## config.mk

```make
export PLATFORM = sky130hd
export DESIGN_NAME = kypd_scanner_flat
export DESIGN_NICKNAME = d
export VERILOG_FILES = /design/src/rtl/kypd_pkg.sv /design/src/rtl/kypd_if.sv /design/src/rtl/kypd_row_sync.sv /design/src/rtl/kypd_scanner.sv /design/src/flat_wrapper.sv
export SDC_FILE = /design/constraint.sdc
export NUM_CORES = 1
export LEC_CHECK = 0
export CORE_MARGIN = 1
export CORE_UTILIZATION = 56
export DETAILED_ROUTE_END_ITERATION = 10
export PLACE_DENSITY = 0.8
export SKIP_CTS_REPAIR_TIMING = 1
export SLEW_MARGIN = 0
export SYNTH_ARGS = -nofsm -noshare
export SYNTH_HDL_FRONTEND = slang
export SYNTH_HIERARCHICAL = 1
export SYNTH_SLANG_ARGS = --single-unit
```

## constraint.sdc

```tcl
create_clock -name OSC_100MHz -period 8.79 [get_ports OSC_100MHz]
set_input_delay 0.879 -clock OSC_100MHz [delete_from_list [all_inputs] [get_ports OSC_100MHz]]
set_output_delay 0.879 -clock OSC_100MHz [all_outputs]
set_load 0.1 [all_outputs]
```

## src/rtl/kypd_pkg.sv

```systemverilog
// Shared types and constants for the 4x4 Pmod keypad scanner.
// Key map and column drive are indexed as col*4 + row and col respectively.
package kypd_pkg;

    typedef enum logic {SCAN, EVAL} state_e;

    typedef enum logic [1:0] {NONE, SINGLE, GHOST} scan_class_e;

    localparam logic [3:0][3:0] COL_DRIVE = {4'b0111, 4'b1011, 4'b1101, 4'b1110};

    localparam logic [15:0][3:0] KEY_MAP = {
        4'hD, 4'hC, 4'hB, 4'hA,   // col3
        4'hE, 4'h9, 4'h6, 4'h3,   // col2
        4'hF, 4'h8, 4'h5, 4'h2,   // col1
        4'h0, 4'h7, 4'h4, 4'h1    // col0
    };

endpackage

```

## src/rtl/kypd_if.sv

```systemverilog
// Key-event handshake between the keypad scanner and the port logic.
interface kypd_if;
    logic [3:0] key_code;
    logic       key_valid;
    logic       key_ack;
    logic       key_held;
    logic       overrun;

    modport master (output key_code, key_valid, key_held, overrun, input  key_ack);
    modport slave  (input  key_code, key_valid, key_held, overrun, output key_ack);
endinterface

```

## src/rtl/kypd_row_sync.sv

```systemverilog
// Two-flop synchronizer for the asynchronous, active-low keypad row lines.
module kypd_row_sync (
    input  logic       clk,
    input  logic       rst_n,
    input  logic [3:0] row_async,
    output logic [3:0] row_sync
);
    logic [3:0] meta;

    always_ff @(posedge clk or negedge rst_n) begin
        if (!rst_n) begin
            meta     <= 4'b1111;
            row_sync <= 4'b1111;
        end else begin
            meta     <= row_async;
            row_sync <= meta;
        end
    end
endmodule

```

## src/rtl/kypd_scanner.sv

```systemverilog
// Active column scanner for the 4x4 keypad: debounce, ghost rejection, valid/ack events.
// Optional auto-repeat of a held key is enabled by defining KYPD_AUTOREPEAT_EN.
module kypd_scanner
    import kypd_pkg::*;
#(
    parameter int SCAN_DIV       = 100000,
    parameter int DEBOUNCE_SCANS = 4,
    parameter int REPEAT_SCANS   = 64
) (
    input  logic       OSC_100MHz,
    input  logic       RST,
    output logic [3:0] KYPD_COL,
    input  logic [3:0] KYPD_ROW,
    kypd_if.master     kp
);
    localparam int         DIV_W    = $clog2(SCAN_DIV);
    localparam logic [DIV_W-1:0] DIV_LAST = DIV_W'(SCAN_DIV - 1);
    localparam logic [3:0] DEB      = 4'(DEBOUNCE_SCANS);

    if (SCAN_DIV < 4 || DEBOUNCE_SCANS < 1 || DEBOUNCE_SCANS > 15 || REPEAT_SCANS < 1)
    begin : g_bad_param
        $error("kypd_scanner: parameter out of range");
    end

    logic [3:0]       row_sync;
    state_e           state;
    logic [1:0]       col;
    logic [DIV_W-1:0] div_cnt;
    logic [15:0]      image;
    scan_class_e      prev_cls;
    logic [3:0]       prev_key;
    logic [3:0]       deb_cnt;

    kypd_row_sync u_row_sync (
        .clk      (OSC_100MHz),
        .rst_n    (RST),
        .row_async(KYPD_ROW),
        .row_sync (row_sync)
    );

    // Classify the completed scan image and work out debounce outcome.
    logic [4:0]  hit_cnt;
    logic [3:0]  hit_idx;
    scan_class_e cls;
    logic [3:0]  cand;
    logic        match, in_eval, press_acc, rel_acc, rep_emit, emit;
    logic [3:0]  deb_next;

    always_comb begin
        hit_cnt = '0;
        hit_idx = '0;
        for (int i = 0; i < 16; i++) begin
            if (image[i]) begin
                hit_cnt = hit_cnt + 5'd1;
                hit_idx = 4'(i);
            end
        end
        cls      = (hit_cnt == 5'd0) ? NONE : (hit_cnt == 5'd1) ? SINGLE : GHOST;
        cand     = KEY_MAP[hit_idx];
        match    = (cls == prev_cls) && (cls != SINGLE || cand == prev_key);
        deb_next = !match ? 4'd1 : (deb_cnt == DEB) ? deb_cnt : deb_cnt + 4'd1;
        in_eval  = (state == EVAL);
        press_acc = in_eval && cls == SINGLE && deb_next == DEB && !kp.key_held;
        rel_acc   = in_eval && cls == NONE   && deb_next == DEB;
        emit      = press_acc || rep_emit;
    end

`ifdef KYPD_AUTOREPEAT_EN
    localparam int REP_W = $clog2(REPEAT_SCANS + 1);
    logic [REP_W-1:0] rep_cnt;
    logic [3:0]       held_key;
    logic             same_key;

    assign same_key = kp.key_held && cls == SINGLE && cand == held_key;
    assign rep_emit = in_eval && same_key && rep_cnt == REP_W'(REPEAT_SCANS - 1);

    always_ff @(posedge OSC_100MHz or negedge RST) begin
        if (!RST) begin
            rep_cnt  <= '0;
            held_key <= '0;
        end else if (in_eval) begin
            if (press_acc) begin
                held_key <= cand;
                rep_cnt  <= '0;
            end else if (rep_emit || !same_key) begin
                rep_cnt  <= '0;
            end else begin
                rep_cnt  <= rep_cnt + 1'b1;
            end
        end
    end
`else
    assign rep_emit = 1'b0;
`endif

    always_ff @(posedge OSC_100MHz or negedge RST) begin
        if (!RST) begin
            state        <= SCAN;
            col          <= 2'd0;
            KYPD_COL     <= COL_DRIVE[0];
            div_cnt      <= '0;
            image        <= '0;
            prev_cls     <= NONE;
            prev_key     <= '0;
            deb_cnt      <= '0;
            kp.key_code  <= '0;
            kp.key_valid <= 1'b0;
            kp.key_held  <= 1'b0;
            kp.overrun   <= 1'b0;
        end else begin
            case (state)
                SCAN: begin
                    if (div_cnt == DIV_LAST) begin
                        div_cnt                  <= '0;
                        image[{col, 2'b00} +: 4] <= ~row_sync;
                        if (col == 2'd3) begin
                            state <= EVAL;
                        end else begin
                            col      <= col + 2'd1;
                            KYPD_COL <= COL_DRIVE[col + 2'd1];
                        end
                    end else begin
                        div_cnt <= div_cnt + 1'b1;
                    end
                end
                EVAL: begin
                    state    <= SCAN;
                    col      <= 2'd0;
                    KYPD_COL <= COL_DRIVE[0];
                    // A ghost scan is invisible to the debouncer.
                    if (cls != GHOST) begin
                        deb_cnt  <= deb_next;
                        prev_cls <= cls;
                        prev_key <= cand;
                    end
                    if (press_acc)    kp.key_held <= 1'b1;
                    else if (rel_acc) kp.key_held <= 1'b0;
                end
                default: state <= SCAN;
            endcase

            // Ack is taken first so a same-cycle event loads instead of overrunning.
            if (kp.key_ack && kp.key_valid) begin
                kp.key_valid <= 1'b0;
                kp.overrun   <= 1'b0;
            end
            if (emit) begin
                if (!kp.key_valid || kp.key_ack) begin
                    kp.key_code  <= cand;
                    kp.key_valid <= 1'b1;
                end else begin
                    kp.overrun   <= 1'b1;
                end
            end
        end
    end
endmodule

```

## src/flat_wrapper.sv

```systemverilog
// flat-port wrapper written by rule: the top's interface ports become plain ports
module kypd_scanner_flat import kypd_pkg::*;
#(
    parameter int SCAN_DIV       = 100000,
    parameter int DEBOUNCE_SCANS = 4,
    parameter int REPEAT_SCANS   = 64
)
  (OSC_100MHz, RST, KYPD_COL, KYPD_ROW, kp_key_code, kp_key_valid, kp_key_held, kp_overrun, kp_key_ack);
  kypd_if kp_i ();
  input  logic OSC_100MHz;
  input  logic RST;
  output logic [3:0] KYPD_COL;
  input  logic [3:0] KYPD_ROW;
  output wire logic [$bits(kp_i.key_code)-1:0] kp_key_code;
  output wire logic [$bits(kp_i.key_valid)-1:0] kp_key_valid;
  output wire logic [$bits(kp_i.key_held)-1:0] kp_key_held;
  output wire logic [$bits(kp_i.overrun)-1:0] kp_overrun;
  input wire logic [$bits(kp_i.key_ack)-1:0] kp_key_ack;
  assign kp_key_code = kp_i.key_code;
  assign kp_key_valid = kp_i.key_valid;
  assign kp_key_held = kp_i.key_held;
  assign kp_overrun = kp_i.overrun;
  assign kp_i.key_ack = kp_key_ack;
  kypd_scanner #(.SCAN_DIV(SCAN_DIV), .DEBOUNCE_SCANS(DEBOUNCE_SCANS), .REPEAT_SCANS(REPEAT_SCANS)) u_core (.OSC_100MHz(OSC_100MHz), .RST(RST), .KYPD_COL(KYPD_COL), .KYPD_ROW(KYPD_ROW), .kp(kp_i));
endmodule
```

-- Yosys cells after proc, flatten, opt, wreduce, memory -nomap -nowiden
Memory sizes are Yosys's and may differ from the RTL's.
Cells that the tools add are included.
- register bits: 65
- ROM bits: 64
- bits of input ports: 7
- output and inout port bits: 11
- word-level logic and storage cells: 128
- memories: 1
- memory list (memory ; words ; width ; rd ports ; clocked after memory_dff ; write ports ; line ; source):
    (name not given) ; 16 ; 4 ; 1 ; 0 ; 0 ; kypd_scanner.sv:59 ; cand = KEY_MAP[hit_idx];
- add/subtract/negate cells: 19
- magnitude comparators: 2
- equal/unequal tests: 12
- shift operators: 2
- mux-type cells: 57
- bitwise logic cells: 2
- reduce and logical (&&, ||, !) cells: 19
- operator list (kind ; number):
    $mux 4 ; 20
    $mux 5 ; 15
    $add 5x1->5 const B ; 14
    $add 17x1->17 const B ; 1
    $eq 17x17->1 const B ; 1
    $mux 17 ; 1
    $bwmux 16 ; 1
    $shift 4x6->16 const A ; 1
    $shiftx 4x6->16 ; 1
    $mux 1 ; 12
    $reduce_and 2->1 ; 5
    $bmux 4 s2 ; 1
    $eq 4x3->1 const B ; 2
    $mux 2 ; 4
    $pmux 4 s2 ; 1
    $logic_and 1x1->1 ; 7
    $neg 4->6 ; 1
    $eq 5x1->1 const B ; 1
    $logic_not 5->1 ; 1
    $lt 4x5->1 const B ; 1
    $add 4x1->4 const B ; 1
    $eq 4x4->1 ; 1
    $ne 2x1->1 const B ; 2
    $ne 2x2->1 const B ; 2
    other kinds (14) ; 16

-- Logic depth before layout (Yosys ltp)
Gate-level depths: netlist of the first run.
- depth after elaboration: 43
- mapped depth: 52
- mapped depth without buffers: 51

-- By module
The synthesis of the first run kept the hierarchy.
- by module, submodules not included (module ; times used ; cells each ; area each (µm²) ; sequential area each (µm²)):
    kypd_scanner ; 1 ; 522 ; 4513.1 ; 1430.1
    kypd_row_sync ; 1 ; 8 ; 210.2 ; 210.2

-- Worst setup path after synthesis of the first run
No wires, ideal clock.
- kind: register to register
- from: register u_core.image[0]
- to: register u_core.prev_cls[0]
- setup time: 125 ps
- data arrival time: 9206 ps
- data required time: 8665 ps
- path slack: -541 ps
- cell stages (with the launch flop): 51
- path buffers: 1
- period minus slack after synthesis: 9331 ps
- cell sequence: dfrtp_1 ha_1 or2_2 nand2_1 inv_1 ha_1 nand2_1 o21ai_0 ha_1 mux2_2 ha_1 a32oi_1 nand2_1 ha_1 nor2b_1 a31oi_1 ha_1 nand2_1 [... 15 more ...] o21ai_0 ha_1 and2_1 a211oi_1 inv_1 ha_1 nand2_1 o21ai_0 ha_1 mux2_2 ha_1 nor2_1 a21oi_1 o22ai_1 and3_1 mux2i_1 buf_2 mux2_2
- cells in the longest elaborated chain, start to end: 36
- elaborated cells between the ends (all ways): 37
- those cells by class: 15 x add/sub; 2 x eq/ne; 18 x mux; 2 x reduce/logical
- ends and longest elaborated chain (element ; line ; source):
    start, declared ; kypd_scanner.sv:29 ; logic [15:0] image;
    start signal, assigned by index ; kypd_scanner.sv:115 ; image[{col, 2'b00} +: 4] <= ~row_sync;
    $mux 1 (*) ; kypd_scanner.sv:53 ; if (image[i]) begin
    $add 1x1->2 ; kypd_scanner.sv:54 ; hit_cnt = hit_cnt + 5'd1;
    $mux 5 (*) ; kypd_scanner.sv:53 ;
    $add 5x1->5 ; kypd_scanner.sv:54 ;
    $mux 5 (*) ; kypd_scanner.sv:53 ;
    $add 5x1->5 ; kypd_scanner.sv:54 ;
    $mux 5 (*) ; kypd_scanner.sv:53 ;
    $add 5x1->5 ; kypd_scanner.sv:54 ;
    [... 20 more ...] ; - ;
    $mux 5 (*) ; kypd_scanner.sv:53 ;
    $add 5x1->5 ; kypd_scanner.sv:54 ;
    $mux 5 (*) ; kypd_scanner.sv:53 ;
    $eq 5x1->1 ; kypd_scanner.sv:58 ; cls = (hit_cnt == 5'd0) ? NONE : (hit_cnt == 5'd1) ? SINGLE : GHOST;
    $mux 2 ; kypd_scanner.sv:58 ;
    $mux 2 (*) ; kypd_scanner.sv:58 ;
    $ne 2x2->1 ; kypd_scanner.sv:131 ; if (cls != GHOST) begin
    $reduce_and 2->1 (no line) ; - ;
    end signal, assigned ; kypd_scanner.sv:133 ; prev_cls <= cls;
    end, declared ; kypd_scanner.sv:30 ; scan_class_e prev_cls;
Mark *: on every way between the ends. The rest lies on a longest branch, timed or not.
A chain may end at the register's enable or synchronous reset.

-- Worst setup path after layout of the first run
- from: register u_core.image[1]
- to: register u_core.kp.overrun
- cells in the longest elaborated chain, start to end: 40
- elaborated cells between the ends (all ways): 62
- those cells by class: 14 x add/sub; 6 x eq/ne; 35 x mux; 6 x reduce/logical; 1 x memory
- ends and longest elaborated chain (element ; line ; source):
    $mux 5 ; kypd_scanner.sv:53 ;
    $add 5x1->5 ; kypd_scanner.sv:54 ;
    $mux 5 ; kypd_scanner.sv:53 ;
    $add 5x1->5 ; kypd_scanner.sv:54 ;
    $mux 5 ; kypd_scanner.sv:53 ;
    $add 5x1->5 ; kypd_scanner.sv:54 ;
    $mux 5 ; kypd_scanner.sv:53 ;
    $add 5x1->5 ; kypd_scanner.sv:54 ;
    [... 22 more ...] ; - ;
    $mux 2 (2 in series) ; kypd_scanner.sv:58 ;
    $ne 2x1->1 ; kypd_scanner.sv:60 ; match = (cls == prev_cls) && (cls != SINGLE || cand == prev_key);
    $logic_or 1x1->1 ; kypd_scanner.sv:60 ;
    $logic_and 1x1->1 ; kypd_scanner.sv:60 ;
    $mux 4 ; kypd_scanner.sv:61 ; deb_next = !match ? 4'd1 : (deb_cnt == DEB) ? deb_cnt : deb_cnt + 4'd1;
    $eq 4x3->1 ; kypd_scanner.sv:63 ; press_acc = in_eval && cls == SINGLE && deb_next == DEB && !kp.key_held;
    $logic_and 1x1->1 (*) (2 in series) ; kypd_scanner.sv:63 ;
    $mux 1 (*) ; kypd_scanner.sv:147 ; if (emit) begin
    end signal, assigned ; kypd_scanner.sv:109 ; kp.overrun <= 1'b0;
    end signal, assigned ; kypd_scanner.sv:145 ; kp.overrun <= 1'b0;
    end signal, assigned ; kypd_scanner.sv:152 ; kp.overrun <= 1'b1;
    end, declared ; kypd_if.sv:9 ; modport master (output key_code, key_valid, key_held, overrun, input key_ack);
Mark *: on every way between the ends. The rest lies on a longest branch, timed or not. The select of a mux whose other input is x is not followed.

==> flow_summary.json, run 1 <==
{
  "async_flop_share_pct": 100,
  "yosysMostFrequentCell": "nand2_1",
  "num_vias": 4048,
  "rr_worst_depth": 49,
  "grt_pass1_vias": 3861,
  "wirelength_mm": 11.0,
  "clk_latency_ns": 0.35,
  "post-route-min-period_ns": 8.85,
  "start_util_pct": 57.8,
  "fin_cells": 680,
  "grt_setup_unrepaired": "yes",
  "ioPinCount": 18,
  "clock_path_buffers": 2,
  "maxCapViolCount": 0,
  "setup_viol": 6,
  "cellLeakagePower_uw": 0.00254,
  "fin_nets": 603,
  "setup_tns_ns": -0.144,
  "drc": 0,
  "dr_wl_met2_mm": 5.63,
  "gp_congestion": 0.874,
  "netlist_top_cells_count": "82 x nand2_1, 54 x dfrtp_1, 50 x nor2_1",
  "synth.distinct_cells": 65,
  "route.met3.wl_um": 410,
  "top_layer": "met4",
  "grt.total_usage_pct": 24.8,
  "antenna_found_initial": 0,
  "ir_drop_uv": 122,
  "dp.final_hpwl_mm": 7.37,
  "clk_pin_slew_ns": 0.07,
  "synth_warnings": 6,
  "portBuffers": 17,
  "yosysTopAreaCell": "dfrtp_1",
  "drt_iter0_markers": 236,
  "slowest_stage": "or4b_4",
  "die_h_um": 93.8,
  "avgSynthCellArea_sq_um": 8.91,
  "rows": 33,
  "worst-slew-pin-transition_ns": 0.991,
  "worstSetupPathType": "reg -> reg",
  "endpoint_kind": "flip-flop",
  "die_x_um": 93.8,
  "cts.sinks": 65,
  "vias_per_cell": 5.95,
  "first_pass_iters": 4,
  "cts_root_buf": "clkbuf_8",
  "synth-edff-count": 0,
  "grt_pass1_wl_mm": 17.4,
  "hold_path_depth": 0,
  "stdcell_area_sq_mm": 0.00582,
  "design.core.area_sq_mm": 0.00818,
  "hold_viol": 0,
  "crit_required_ns": 9.07,
  "post_drt_wl_per_cell_um": 16.1,
  "p_per_area_mw_per_mm2": 103,
  "worstPathMaxFanout": 4,
  "drive_above_1_share_pct": 23.3,
  "wl_met1_mm": 4.70,
  "diodes": 0,
  "htreeDepth": 3,
  "hold_path_class": "reg -> reg",
  "slew_viol_final": 0,
  "synth_nets": 563,
  "finClkSkew_ns": 0.00923,
  "synth-seq-cells": 65,
  "syn_inst": 530,
  "total_power_uw": 598,
  "crit_top_cell": "ha_4",
  "worst_slack_ns": -0.0630,
  "worst_setup_path_start_kind": "flip-flop",
  "grt_max_degree": 66,
  "numCtsBuffers": 9,
  "achievable-frequency_mhz": 113,
  "yosysSeqAreaShare_pct": 34.7,
  "area_growth_pct": 23.2,
  "die_area_sq_mm": 0.00881,
  "gr-total-overflow": 0,
  "synthTopCellsByArea": "dfrtp_1 29%, ha_1 6.9%, nand2_1 6.5%",
  "syn_area_sq_mm": 0.00472,
  "place_inst": 654,
  "violations": "negative setup slack",
  "synthFlopType": "dfrtp_1",
  "placed_area_sq_mm": 0.00522,
  "max_slew_margin_pct": 33.7,
  "cts_tree": "done",
  "drtAntennaViolNets": 0,
  "status": "finished, violations left",
  "fin_crit_sh_pct": 101,
  "cp_slowest_stage_delay_ns": 0.54,
  "arrival_ns": 9.13,
  "whs_ns": 0.357,
  "yosysTopAreaCellShare_pct": 28.6
}
==> per-stage QoR <==
step | util [%] | setup slack (ns)
final | 71.2 | -0.0630
after global routing | 71.2 | -0.399
after CTS | 66.5 | -0.397
after detailed placement | 63.9 | -0.372
after global placement | 63.9 | 0.0660
after floorplan | - | -0.0145
==> area by class of cell <==
class / count / area [sq um]
multi-input cells: 423 / 3340
fillers: 586 / 2360
flip-flops and latches: 65 / 1640
repair buffers: 47 / 394
well taps: 105 / 131
clock buffers: 9 / 124
clock inverters: 7 / 93.8
inverters: 24 / 92.6
==> cell usage in the layout (no fill, tap or decap), drive strengths merged, types with 5 or more instances in the layout <==
master         Yosys  layout
nand2b             5       5
nor3               7       7
nor2              50      50
nand2             82      82
o21ai             16      16
and2               7       7
inv               24      25
o31ai             22      22
o211ai             6       6
nand3             17      17
buf                5      31
dfrtp             54      54
o22ai              5       5
mux2              14      14
ha                26      26
clkdlybuf4s50      0      16
dfstp             11      11
nor4               5       5
clkbuf            13       9
nand3b             7       7
mux2i              7       7
a21oi             20      20
xnor2             32      32
nand4              7       7
xor2              23      23
==> report_power, final <==
group / internal, uW / switching, uW
Clock: 159 / 120
Combinational: 3.41 / 9.47
Sequential: 303 / 1.91
Total: 466 / 132
==> cell families (layout without fill, tap and decap cells) <==
logic type / count (synthesis) / in the layout / synth area share, %
XOR/XNOR: 62 / 62 / 14.0
buffers and inverters: 42 / 87 / 3.50
AO/OA/AOI/OAI: 97 / 97 / 14.0
multiplexers: 21 / 21 / 4.82
flip-flops: 65 / 65 / 34.7
AND/OR/NAND/NOR: 216 / 216 / 21.9
adder cells (fa/ha/maj): 27 / 27 / 7.10
==> layer usage <==
metal | vias to the layer above | GRT usage (%)
met3 | 27 | 4.05
met2 | 104 | 42.8
li1 | 1952 | -
met1 | 1965 | 31.2
met4 | 0 | 8.97
met5 | - | 0
==> registers in the layout (all words and copies together) (netlist names), 4 cells and up <==
name                        cells
u_core/deb_cnt                  4
u_core/kp.key_code              4
u_core/u_row_sync/row_sync      4
u_core/prev_key                 4
u_core/image                   16
u_core/u_row_sync/meta          4
u_core/div_cnt                 17
u_core/KYPD_COL                 4
==> worst max-delay path: cells and delay by family, from the launching register on <==
kind	cells	cell delay (ns)
AND/OR/NAND/NOR	17	2.45
AO/OA/AOI/OAI	12	1.41
adder cells (fa/ha/maj)	14	3.62
flip-flops	1	0.41
multiplexers	3	0.67
buffers and inverters	3	0.21
==> worst paths after layout <==
path	endpoint	from	slack, ns
max	u_core/kp.overrun	u_core/image[1]	-0.06
max reg2reg	u_core/kp.overrun	u_core/image[1]	-0.06
min in group asynchronous	u_core/div_cnt[13]	RST	0.69
max in group asynchronous	u_core/image[0]	RST	7.57
min reg2reg	u_core/u_row_sync/row_sync[0]	u_core/u_row_sync/meta[0]	0.36
min	u_core/u_row_sync/row_sync[0]	u_core/u_row_sync/meta[0]	0.36
Power figures use the tool's default switching activity.
==> inputs of run 2 (changes only) <==
- SLEW_MARGIN: 0 -> not set
==> results of run 2 <==
Final layout, timing and power as in run 1 (identical DEF).
==> inputs of run 3 (changes only) <==
- CORE_MARGIN: 1 -> not set
- CTS_CLUSTER_DIAMETER: not set -> 50
- CTS_CLUSTER_SIZE: not set -> 25
==> results of run 3 <==
Final layout, timing and power as in run 1 (identical DEF).
